--- src/rtl/lvds_timing_if.sv ---
// Config and pixel-source bundle for the LVDS raster sequencer.
// The slave side is the timing controller; the master side offers timing
// and supplies pixel data one cycle after each request.
interface lvds_timing_if #(parameter int CW = 11);
   logic          cfg_valid;
   logic          cfg_ready;
   logic          cfg_error;
   logic [CW-1:0] cfg_h_active;
   logic [CW-1:0] cfg_h_blank;
   logic [CW-1:0] cfg_v_active;
   logic [CW-1:0] cfg_v_blank;
   logic          pix_req;
   logic [CW-1:0] pix_x;
   logic [CW-1:0] pix_y;
   logic [5:0]    pix_red;
   logic [5:0]    pix_green;
   logic [5:0]    pix_blue;

   modport master (
      output cfg_valid, cfg_h_active, cfg_h_blank, cfg_v_active, cfg_v_blank,
      output pix_red, pix_green, pix_blue,
      input  cfg_ready, cfg_error, pix_req, pix_x, pix_y
   );

   modport slave (
      input  cfg_valid, cfg_h_active, cfg_h_blank, cfg_v_active, cfg_v_blank,
      input  pix_red, pix_green, pix_blue,
      output cfg_ready, cfg_error, pix_req, pix_x, pix_y
   );
endinterface

--- src/rtl/lvds_timing_controller.sv ---
// Programmable raster sequencer for the LVDS encoder. Timing registers are
// reloaded only at frame boundaries (or while idle) so a frame is never torn.
// Stage 0 issues pixel requests from the counters; stage 1 registers syncs
// and gates the source data returned one cycle later.
module lvds_timing_controller #(
   parameter int CW       = 11,
   parameter int H_ACTIVE = 1280,
   parameter int H_BLANK  = 192,
   parameter int V_ACTIVE = 800,
   parameter int V_BLANK  = 12
) (
   input  logic         clk,
   input  logic         rst_n,
   input  logic         enable,
   lvds_timing_if.slave bus,
   output logic [5:0]   Red,
   output logic [5:0]   Green,
   output logic [5:0]   Blue,
   output logic         HSync,
   output logic         VSync,
   output logic         DataEnable,
   output logic         frame_start,
   output logic         running
);

   typedef enum logic [1:0] {IDLE, RUN, DRAIN} state_t;

   state_t        state, state_nx;
   logic [CW-1:0] h_act, h_blk, v_act, v_blk;
   logic [CW-1:0] p_h_act, p_h_blk, p_v_act, p_v_blk;
   logic          pend_full;
   logic [CW-1:0] x, y;
   logic [CW:0]   h_total, v_total, cfg_sum;
   logic          counting, eol, eof, accept, cfg_bad, apply;

   assign h_total  = {1'b0, h_act} + {1'b0, h_blk};
   assign v_total  = {1'b0, v_act} + {1'b0, v_blk};
   assign counting = (state == RUN) || (state == DRAIN);
   assign eol      = ({1'b0, x} == h_total - (CW+1)'(1));
   assign eof      = eol && ({1'b0, y} == v_total - (CW+1)'(1));
   assign running  = counting;

   // An offer is illegal if any field is zero or the line length would not
   // fit in CW bits (carry out of the active+blank sum).
   assign cfg_sum  = {1'b0, bus.cfg_h_active} + {1'b0, bus.cfg_h_blank};
   assign cfg_bad  = (bus.cfg_h_active == '0) || (bus.cfg_h_blank == '0) ||
                     (bus.cfg_v_active == '0) || (bus.cfg_v_blank == '0) ||
                     cfg_sum[CW];
   assign bus.cfg_ready = !pend_full;
   assign accept   = bus.cfg_valid && !pend_full;
   assign apply    = pend_full && ((state == IDLE) || (counting && eof));

   // Stage 0: request the pixel at the current coordinate.
   assign bus.pix_req = counting && (x < h_act) && (y < v_act);
   assign bus.pix_x   = x;
   assign bus.pix_y   = y;

   // Source data arrives in stage 1; blank it outside the active window.
   assign Red   = DataEnable ? bus.pix_red   : 6'd0;
   assign Green = DataEnable ? bus.pix_green : 6'd0;
   assign Blue  = DataEnable ? bus.pix_blue  : 6'd0;

   // State register.
   always_ff @(posedge clk or negedge rst_n) begin
      if (!rst_n) state <= IDLE;
      else        state <= state_nx;
   end

   // Next state: DRAIN finishes the frame, then idles or resumes with no gap.
   always_comb begin
      state_nx = state;
      case (state)
         IDLE:    if (enable) state_nx = RUN;
         RUN:     if (!enable) state_nx = DRAIN;
         DRAIN:   if (eof) state_nx = enable ? RUN : IDLE;
         default: state_nx = IDLE;
      endcase
   end

   // Raster counters; held at the origin while idle.
   always_ff @(posedge clk or negedge rst_n) begin
      if (!rst_n) begin
         x <= '0;
         y <= '0;
      end else if (!counting) begin
         x <= '0;
         y <= '0;
      end else if (eol) begin
         x <= '0;
         y <= eof ? '0 : y + CW'(1);
      end else begin
         x <= x + CW'(1);
      end
   end

   // Pending slot and active timing; accept and apply are mutually
   // exclusive because accept needs the slot empty and apply needs it full.
   always_ff @(posedge clk or negedge rst_n) begin
      if (!rst_n) begin
         h_act         <= CW'(H_ACTIVE);
         h_blk         <= CW'(H_BLANK);
         v_act         <= CW'(V_ACTIVE);
         v_blk         <= CW'(V_BLANK);
         p_h_act       <= '0;
         p_h_blk       <= '0;
         p_v_act       <= '0;
         p_v_blk       <= '0;
         pend_full     <= 1'b0;
         bus.cfg_error <= 1'b0;
      end else begin
         bus.cfg_error <= accept && cfg_bad;
         if (accept && !cfg_bad) begin
            p_h_act   <= bus.cfg_h_active;
            p_h_blk   <= bus.cfg_h_blank;
            p_v_act   <= bus.cfg_v_active;
            p_v_blk   <= bus.cfg_v_blank;
            pend_full <= 1'b1;
         end else if (apply) begin
            h_act     <= p_h_act;
            h_blk     <= p_h_blk;
            v_act     <= p_v_act;
            v_blk     <= p_v_blk;
            pend_full <= 1'b0;
         end
      end
   end

   // Stage 1: syncs and data enable delayed to line up with returned data.
   always_ff @(posedge clk or negedge rst_n) begin
      if (!rst_n) begin
         DataEnable  <= 1'b0;
         HSync       <= 1'b1;
         VSync       <= 1'b1;
         frame_start <= 1'b0;
      end else begin
         DataEnable  <= bus.pix_req;
         HSync       <= !(counting && (x >= h_act));
         VSync       <= !(counting && (y >= v_act));
         frame_start <= counting && (x == '0) && (y == '0);
      end
   end

endmodule

--- src/flat_wrapper.sv ---
// flat-port wrapper written by rule: the top's interface ports become plain ports
module lvds_timing_controller_flat 
#(
   parameter int CW       = 11,
   parameter int H_ACTIVE = 1280,
   parameter int H_BLANK  = 192,
   parameter int V_ACTIVE = 800,
   parameter int V_BLANK  = 12
)
  (clk, rst_n, enable, Red, Green, Blue, HSync, VSync, DataEnable, frame_start, running, bus_cfg_valid, bus_cfg_h_active, bus_cfg_h_blank, bus_cfg_v_active, bus_cfg_v_blank, bus_pix_red, bus_pix_green, bus_pix_blue, bus_cfg_ready, bus_cfg_error, bus_pix_req, bus_pix_x, bus_pix_y);
  lvds_timing_if #(.CW(CW)) bus_i ();
  input  logic clk;
  input  logic rst_n;
  input  logic enable;
  output logic [5:0] Red;
  output logic [5:0] Green;
  output logic [5:0] Blue;
  output logic HSync;
  output logic VSync;
  output logic DataEnable;
  output logic frame_start;
  output logic running;
  input wire logic [$bits(bus_i.cfg_valid)-1:0] bus_cfg_valid;
  input wire logic [$bits(bus_i.cfg_h_active)-1:0] bus_cfg_h_active;
  input wire logic [$bits(bus_i.cfg_h_blank)-1:0] bus_cfg_h_blank;
  input wire logic [$bits(bus_i.cfg_v_active)-1:0] bus_cfg_v_active;
  input wire logic [$bits(bus_i.cfg_v_blank)-1:0] bus_cfg_v_blank;
  input wire logic [$bits(bus_i.pix_red)-1:0] bus_pix_red;
  input wire logic [$bits(bus_i.pix_green)-1:0] bus_pix_green;
  input wire logic [$bits(bus_i.pix_blue)-1:0] bus_pix_blue;
  output wire logic [$bits(bus_i.cfg_ready)-1:0] bus_cfg_ready;
  output wire logic [$bits(bus_i.cfg_error)-1:0] bus_cfg_error;
  output wire logic [$bits(bus_i.pix_req)-1:0] bus_pix_req;
  output wire logic [$bits(bus_i.pix_x)-1:0] bus_pix_x;
  output wire logic [$bits(bus_i.pix_y)-1:0] bus_pix_y;
  assign bus_i.cfg_valid = bus_cfg_valid;
  assign bus_i.cfg_h_active = bus_cfg_h_active;
  assign bus_i.cfg_h_blank = bus_cfg_h_blank;
  assign bus_i.cfg_v_active = bus_cfg_v_active;
  assign bus_i.cfg_v_blank = bus_cfg_v_blank;
  assign bus_i.pix_red = bus_pix_red;
  assign bus_i.pix_green = bus_pix_green;
  assign bus_i.pix_blue = bus_pix_blue;
  assign bus_cfg_ready = bus_i.cfg_ready;
  assign bus_cfg_error = bus_i.cfg_error;
  assign bus_pix_req = bus_i.pix_req;
  assign bus_pix_x = bus_i.pix_x;
  assign bus_pix_y = bus_i.pix_y;
  lvds_timing_controller #(.CW(CW), .H_ACTIVE(H_ACTIVE), .H_BLANK(H_BLANK), .V_ACTIVE(V_ACTIVE), .V_BLANK(V_BLANK)) u_core (.clk(clk), .rst_n(rst_n), .enable(enable), .bus(bus_i), .Red(Red), .Green(Green), .Blue(Blue), .HSync(HSync), .VSync(VSync), .DataEnable(DataEnable), .frame_start(frame_start), .running(running));
endmodule
--- config.mk ---
export PLATFORM = sky130hd
export DESIGN_NAME = lvds_timing_controller_flat
export DESIGN_NICKNAME = d
export VERILOG_FILES = /design/src/rtl/lvds_timing_if.sv /design/src/rtl/lvds_timing_controller.sv /design/src/flat_wrapper.sv
export SDC_FILE = /design/constraint.sdc
export NUM_CORES = 1
export LEC_CHECK = 0
export CAP_MARGIN = 30
export CORE_MARGIN = 2
export CORE_UTILIZATION = 59
export DETAILED_ROUTE_END_ITERATION = 7
export DONT_BUFFER_PORTS = 1
export GPL_TIMING_DRIVEN = 1
export PLACE_DENSITY = 0.78
export SYNTH_ARGS = -nofsm -noshare
export SYNTH_HDL_FRONTEND = slang
export SYNTH_SLANG_ARGS = --single-unit
--- constraint.sdc ---
create_clock -name clk -period 3.5 [get_ports clk]
set_clock_uncertainty 0.2 [all_clocks]
set_input_delay 0.7 -clock clk [delete_from_list [all_inputs] [get_ports clk]]
set_output_delay 0.7 -clock clk [all_outputs]
set_load 0.02 [all_outputs]
Yosys cells after proc, flatten, opt, wreduce, memory -nomap -nowiden --
Cells that the tools add are included.
Cells by class: $add $sub $neg 7, magnitude comparators 4, eq/ne operators 8, muxes and demuxes 15, bitwise logic cells 1, reductions and logical operators 32
Operators with widths (count):
- logical NOT 11 bit | 6
- 2-to-1 mux 11 bit | 5
- adder 11 x 11 -> 12 bit | 3
- equality test 11 x 12 -> 1 bit | 2
- subtractor 12 x 1 -> 12 bit, second input constant | 2
- adder 11 x 1 -> 11 bit, second input constant | 2
- >= comparator 11 bit | 2
- < comparator 11 bit | 2
- 2-to-1 mux 6 bit | 3
- logical AND 1 bit | 12
- logical OR 1 bit | 6
- 2-to-1 mux 2 bit | 3
- != test 2 bit, second input constant | 3
- case mux 2 bit (3 select lines) | 1
- logical NOT 1 bit | 4
- 2-to-1 mux 1 bit | 3
- AND reduction 3 bit | 1
- equality test 2 x 1 -> 1 bit, second input constant | 1
- equality test 2 bit, second input constant | 1
- logical NOT 2 bit | 1
- != test 2 x 1 -> 1 bit, second input constant | 1
- AND reduction 2 bit | 1
- nonzero test 2 bit | 1
- inverter 1 bit | 1
Word-level totals: register bits after elaboration 118, bits of input ports 66, word-level logic and storage cells 84

Longest topological paths before layout --
word-level depth 9, depth in mapped cells 15

Least setup slack after synthesis --
No wires, ideal clock.
kind register -> output, start register u_core.x[1], in the netlist u_core.bus.pix_x[1], end output bus_pix_req, arrival 2.387 ns, data required time 2.600 ns, path slack 0.213 ns, stages on the path, launching flop included 10, path buffers 0, path through dfrtp_1 > ha_1 > nor2b_1 > o21a_1 > o21a_1 > o21ai_0 > a21oi_1 > o311ai_0 > nand2_1 > nor3_1
On the way: longest elaborated chain between the ends 3
RTL lines:
- start: declaration | line lvds_timing_controller.sv:32 | logic [CW-1:0] x, y;
- start signal: assignment | line lvds_timing_controller.sv:92 | x <= x + CW'(1);
- < comparator 11 bit | line lvds_timing_controller.sv:54 | assign bus.pix_req = counting && (x < h_act) && (y < v_act);
- logical AND 1 bit (2 in a row) | line lvds_timing_controller.sv:54
- end: declaration | line flat_wrapper.sv:33 | output wire logic [$bits(bus_i.pix_req)-1:0] bus_pix_req;
Every way passes these cells.

Worst setup path after layout --
start register u_core.h_act[1], end register u_core.y[9], in the netlist u_core.bus.pix_y[9]
On the way: longest elaborated chain between the ends 7, elaborated cells between the ends (all ways) 8, those cells by class add/sub: 2; eq/ne: 2; mux: 3; reduce/logical: 1
RTL lines:
- start: declaration | line lvds_timing_controller.sv:29 | logic [CW-1:0] h_act, h_blk, v_act, v_blk;
- start signal: assignment | line lvds_timing_controller.sv:100 | h_act <= CW'(H_ACTIVE);
- start signal: assignment | line lvds_timing_controller.sv:119 | h_act <= p_h_act;
- adder 11 x 11 -> 12 bit (*) | line lvds_timing_controller.sv:36 | assign h_total = {1'b0, h_act} + {1'b0, h_blk};
- subtractor 12 x 1 -> 12 bit (*) | line lvds_timing_controller.sv:39 | assign eol = ({1'b0, x} == h_total - (CW+1)'(1));
- equality test 11 x 12 -> 1 bit (*) | line lvds_timing_controller.sv:39
- logical AND 1 bit | line lvds_timing_controller.sv:40 | assign eof = eol && ({1'b0, y} == v_total - (CW+1)'(1));
- 2-to-1 mux 11 bit | line lvds_timing_controller.sv:90 | y <= eof ? '0 : y + CW'(1);
- 2-to-1 mux 11 bit | line lvds_timing_controller.sv:88 | end else if (eol) begin
- 2-to-1 mux 11 bit | line lvds_timing_controller.sv:85 | end else if (!counting) begin
- end signal: assignment | line lvds_timing_controller.sv:90
- end: declaration | line lvds_timing_controller.sv:32
Mark *: on every way between the ends. The rest lies on a longest branch, timed or not. The select of a mux whose other input is x is not followed. A chain may end at the register's enable or synchronous reset.

==> reports/metrics.cfg <==
[timing]
finalMaxSlewViolations = 0
fmax_ghz = 0.2857
setup_viol = 0
hold_viol_final = 118
worst_pin_slew_ns = 0.8218
hold_ws_ns = -0.2287
slew_headroom_pct = 45.15
rsz0062_at_grt = true
fin_crit_ns = 3.500
fin_ws_ns = 0.00005507
post-route-period-util_pct = 100.0

[global_routing]
grt_overflow_total = 0
grt_pass1_vias = 6440
antenna_found_initial = 0
grt_usage_pct = 28.29
grt_pass1_wl_mm = 33.09
grt_start_max_net_pins = 119

[detailed_routing]
via_count = 6878
first_iter_violations = 713
wl_mm = 21.67
first_pass_iters = 6
drt-vias-per-instance = 6.270
ant_nets = 0
wl_per_cell_um = 19.76
remaining_drc_errors = 0

[critical_path]
cpMaxStageDelayCell = a211o_1
slowest_delay_ns = 0.41
worstPathBufferInverterCount = 4
startpoint_type = register
critical_path.max_fanout = 8
critPathArrivalTime_ns = 3.65
critical_path.top_delay_family = compound AO/OA/AOI/OAI gates
path_cells = inv_2 -> ha_4 -> inv_4 -> ha_4 -> inv_2 -> fa_2 -> xnor2_2 -> xnor2_1 -> a2111oi_1 -> and4b_1 -> nand4_2 -> a211o_1 -> buf_12 -> o211a_1 -> nor2_1
worstSetupPathType = reg -> reg
required_ns = 3.65
critPathCaptureType = register

[logic_synthesis]
synth_enable_flop_cells = 0
synth.avg_cell_area_um2 = 9.470
synth-seq-cells = 118
synth_flop_cell = dfrtp_1
synth_common_cells = dfrtp_1 (107), inv_1 (102), ha_1 (83), nand2_1 (61), nand3_1 (59)
synth_top_cell_area_share_pct = 32.28
yosysSeqAreaShare_pct = 35.76
syn-instance-count = 876
synth.distinct_cells = 63
synth_warnings = 0
syn_nets = 1027
synthTopCellsByArea = dfrtp_1 (32%), ha_1 (13%), mux2_2 (6.2%), inv_1 (4.6%), a22oi_1 (4.0%)
async_flop_share_pct = 100.0
synth_area_um2 = 8295
synth.most_common_cell = dfrtp_1
synth_top_area_cell = dfrtp_1

[power_and_ir_drop]
p_per_area_nw_per_um2 = 1103
p_leak_nw = 4.448
irDropWorstVdd_uv = 607.2

[placement]
pre_cts_ws_ns = 0.01257
placed_cell_area_um2 = 8676
io_buffer_count = 0
dp_cells = 1054
dp_hpwl_mm = 14.43
gp_congestion = 0.8980

[final_layout]
fin_nets = 1055
drive_gt1_share_pct = 21.16
syn_to_final_growth_pct = 16.30
stdcell_count = 1097
antenna_cells = 0
final_area_um2 = 9648
fillers = 1000

[clocking]
htreeDepth = 4
cts-buffers-inserted = 17
clk_pin_slew_ns = 0.06
cts-root-buf = clkbuf_16
cts_max_path_buffers = 2
cts_tree = done
clk_latency_ns = 0.43
cts_sinks = 118

[status]
violations = hold timing
status = finished, violations left

[die]
chipHeight_um = 122.6
io_pins = 114
die-width_um = 122.6
start_util_pct = 59.99
core_area_um2 = 13830
rows = 43
die_area_um2 = 15020

[run]
drv_cap = 0

[hold_path]
hold_class = in -> async

registers in the layout (all words and copies together), names as in the netlist, 2 cells and up:
signal / cells
u_core.p_h_blk: 11
u_core.v_act: 11
u_core.bus.pix_x: 11
u_core.p_h_act: 11
u_core.v_blk: 11
u_core.h_act: 11
u_core.p_v_act: 11
u_core.bus.pix_y: 11
u_core.state: 2
u_core.h_blk: 11
u_core.p_v_blk: 11
worst reg2reg max path: cells and delay by family, from the launching register on:
| kind | cells | cell delay [ns] |
|---|---|---|
| DFF | 1 | 0.39 |
| and+or+nand+nor | 3 | 0.58 |
| AOI/OAI and AO/OA | 3 | 0.91 |
| buffers and inverters | 4 | 0.35 |
| adders and majority gates | 3 | 0.69 |
| xor gates and xnor gates | 2 | 0.29 |
what timing repair did:
item,4_1_cts,5_1_grt
cloned,0,6
endpoints found under the setup margin,4,69
gates resized for setup,7,34
pin swaps,6,13
hold endpoints to repair,118,118
buffers inserted,1,4
worst paths after layout:
kind                                              endpoint  slack (ns)  cells past startpoint                   startpoint
max                        u_core.bus.pix_y[9]$_DFFE_PN0P_     0.00006                     15  u_core.h_act[1]$_DFFE_PN0P_
min                          u_core.p_h_blk[0]$_DFFE_PN0P_       -0.23                      0                        rst_n
max reg2reg                u_core.bus.pix_y[9]$_DFFE_PN0P_     0.00006                     15  u_core.h_act[1]$_DFFE_PN0P_
min reg2reg                    u_core.v_act[8]$_DFFE_PN1P_        0.33                      2  u_core.v_act[8]$_DFFE_PN1P_
max in group asynchronous      u_core.v_blk[3]$_DFFE_PN1P_        3.09                      0                        rst_n
min in group clk            u_core.p_v_blk[10]$_DFFE_PN0P_        0.22                      1          bus_cfg_v_blank[10]
power by group:
group | total, mW | switching [mW] | internal (mW)
clock | 1.80 | 0.711 | 1.09
combinational | 6.32 | 3.58 | 2.74
sequential | 2.52 | 0.561 | 1.96
total | 10.6 | 4.85 | 5.79
cell type report:
type	instances	area (um^2)	area share, %
multi-input combinational	616	4905	50.84
timing repair buffer	48	556.8	5.771
clock inverter	14	166.4	1.725
clock buffer	18	439.2	4.552
inverter	103	389.1	4.033
tap	180	225.2	2.334
sequential	118	2967	30.75
stage by stage:
| stage | util, % | hold slack [ns] | setup TNS, ns | power (mW) |
|---|---|---|---|---|
| 2_1_floorplan | - | 0.2044 | 0 | 6.939 |
| 3_3_place_gp | 62.75 | 0.2076 | 0 | 8.128 |
| 3_5_place_dp | 62.75 | 0.2075 | 0 | 8.251 |
| 4_1_cts | 67.34 | -0.2421 | 0 | 10.15 |
| 5_1_grt | 69.78 | -0.2389 | -0.4125 | 11.43 |
| 6_report | 69.78 | -0.2287 | 0 | 10.64 |
placed cells by master, fill, tap and decap left out, drive strengths merged, types with 3 or more instances in the layout:
cell type	count
xnor2	25
o2111ai	4
o211ai	55
nand2b	6
nor2	25
buf	42
o21bai	3
clkbuf	24
nand3	59
ha	83
and3	13
dfstp	11
and4	4
nand4	14
o311ai	3
xor2	17
o21ai	16
and2	20
inv	109
nor2b	12
clkinv	3
nor4	14
o21a	15
nor3	9
nand2	61
dfrtp	107
clkinvlp	3
a31oi	5
mux2	46
a21o	7
a22oi	44
a21oi	27
routing by layer:
metal,vias to the layer above,share of wire (%),track usage (%)
li1,3217,-,-
met1,3287,43,39.95
met2,343,48,44.17
met3,31,7.9,5.855
met4,0,1.3,8.046
met5,-,0,0
cell families after synthesis:
logic type / share of synthesized area (%)
xor+xnor: 4.525
flops: 35.76
buf+inv: 7.044
compound gates: 17.75
simple gates: 15.43
fa+ha+maj: 13.00
mux: 6.486
(Power assumes the default switching activity.)
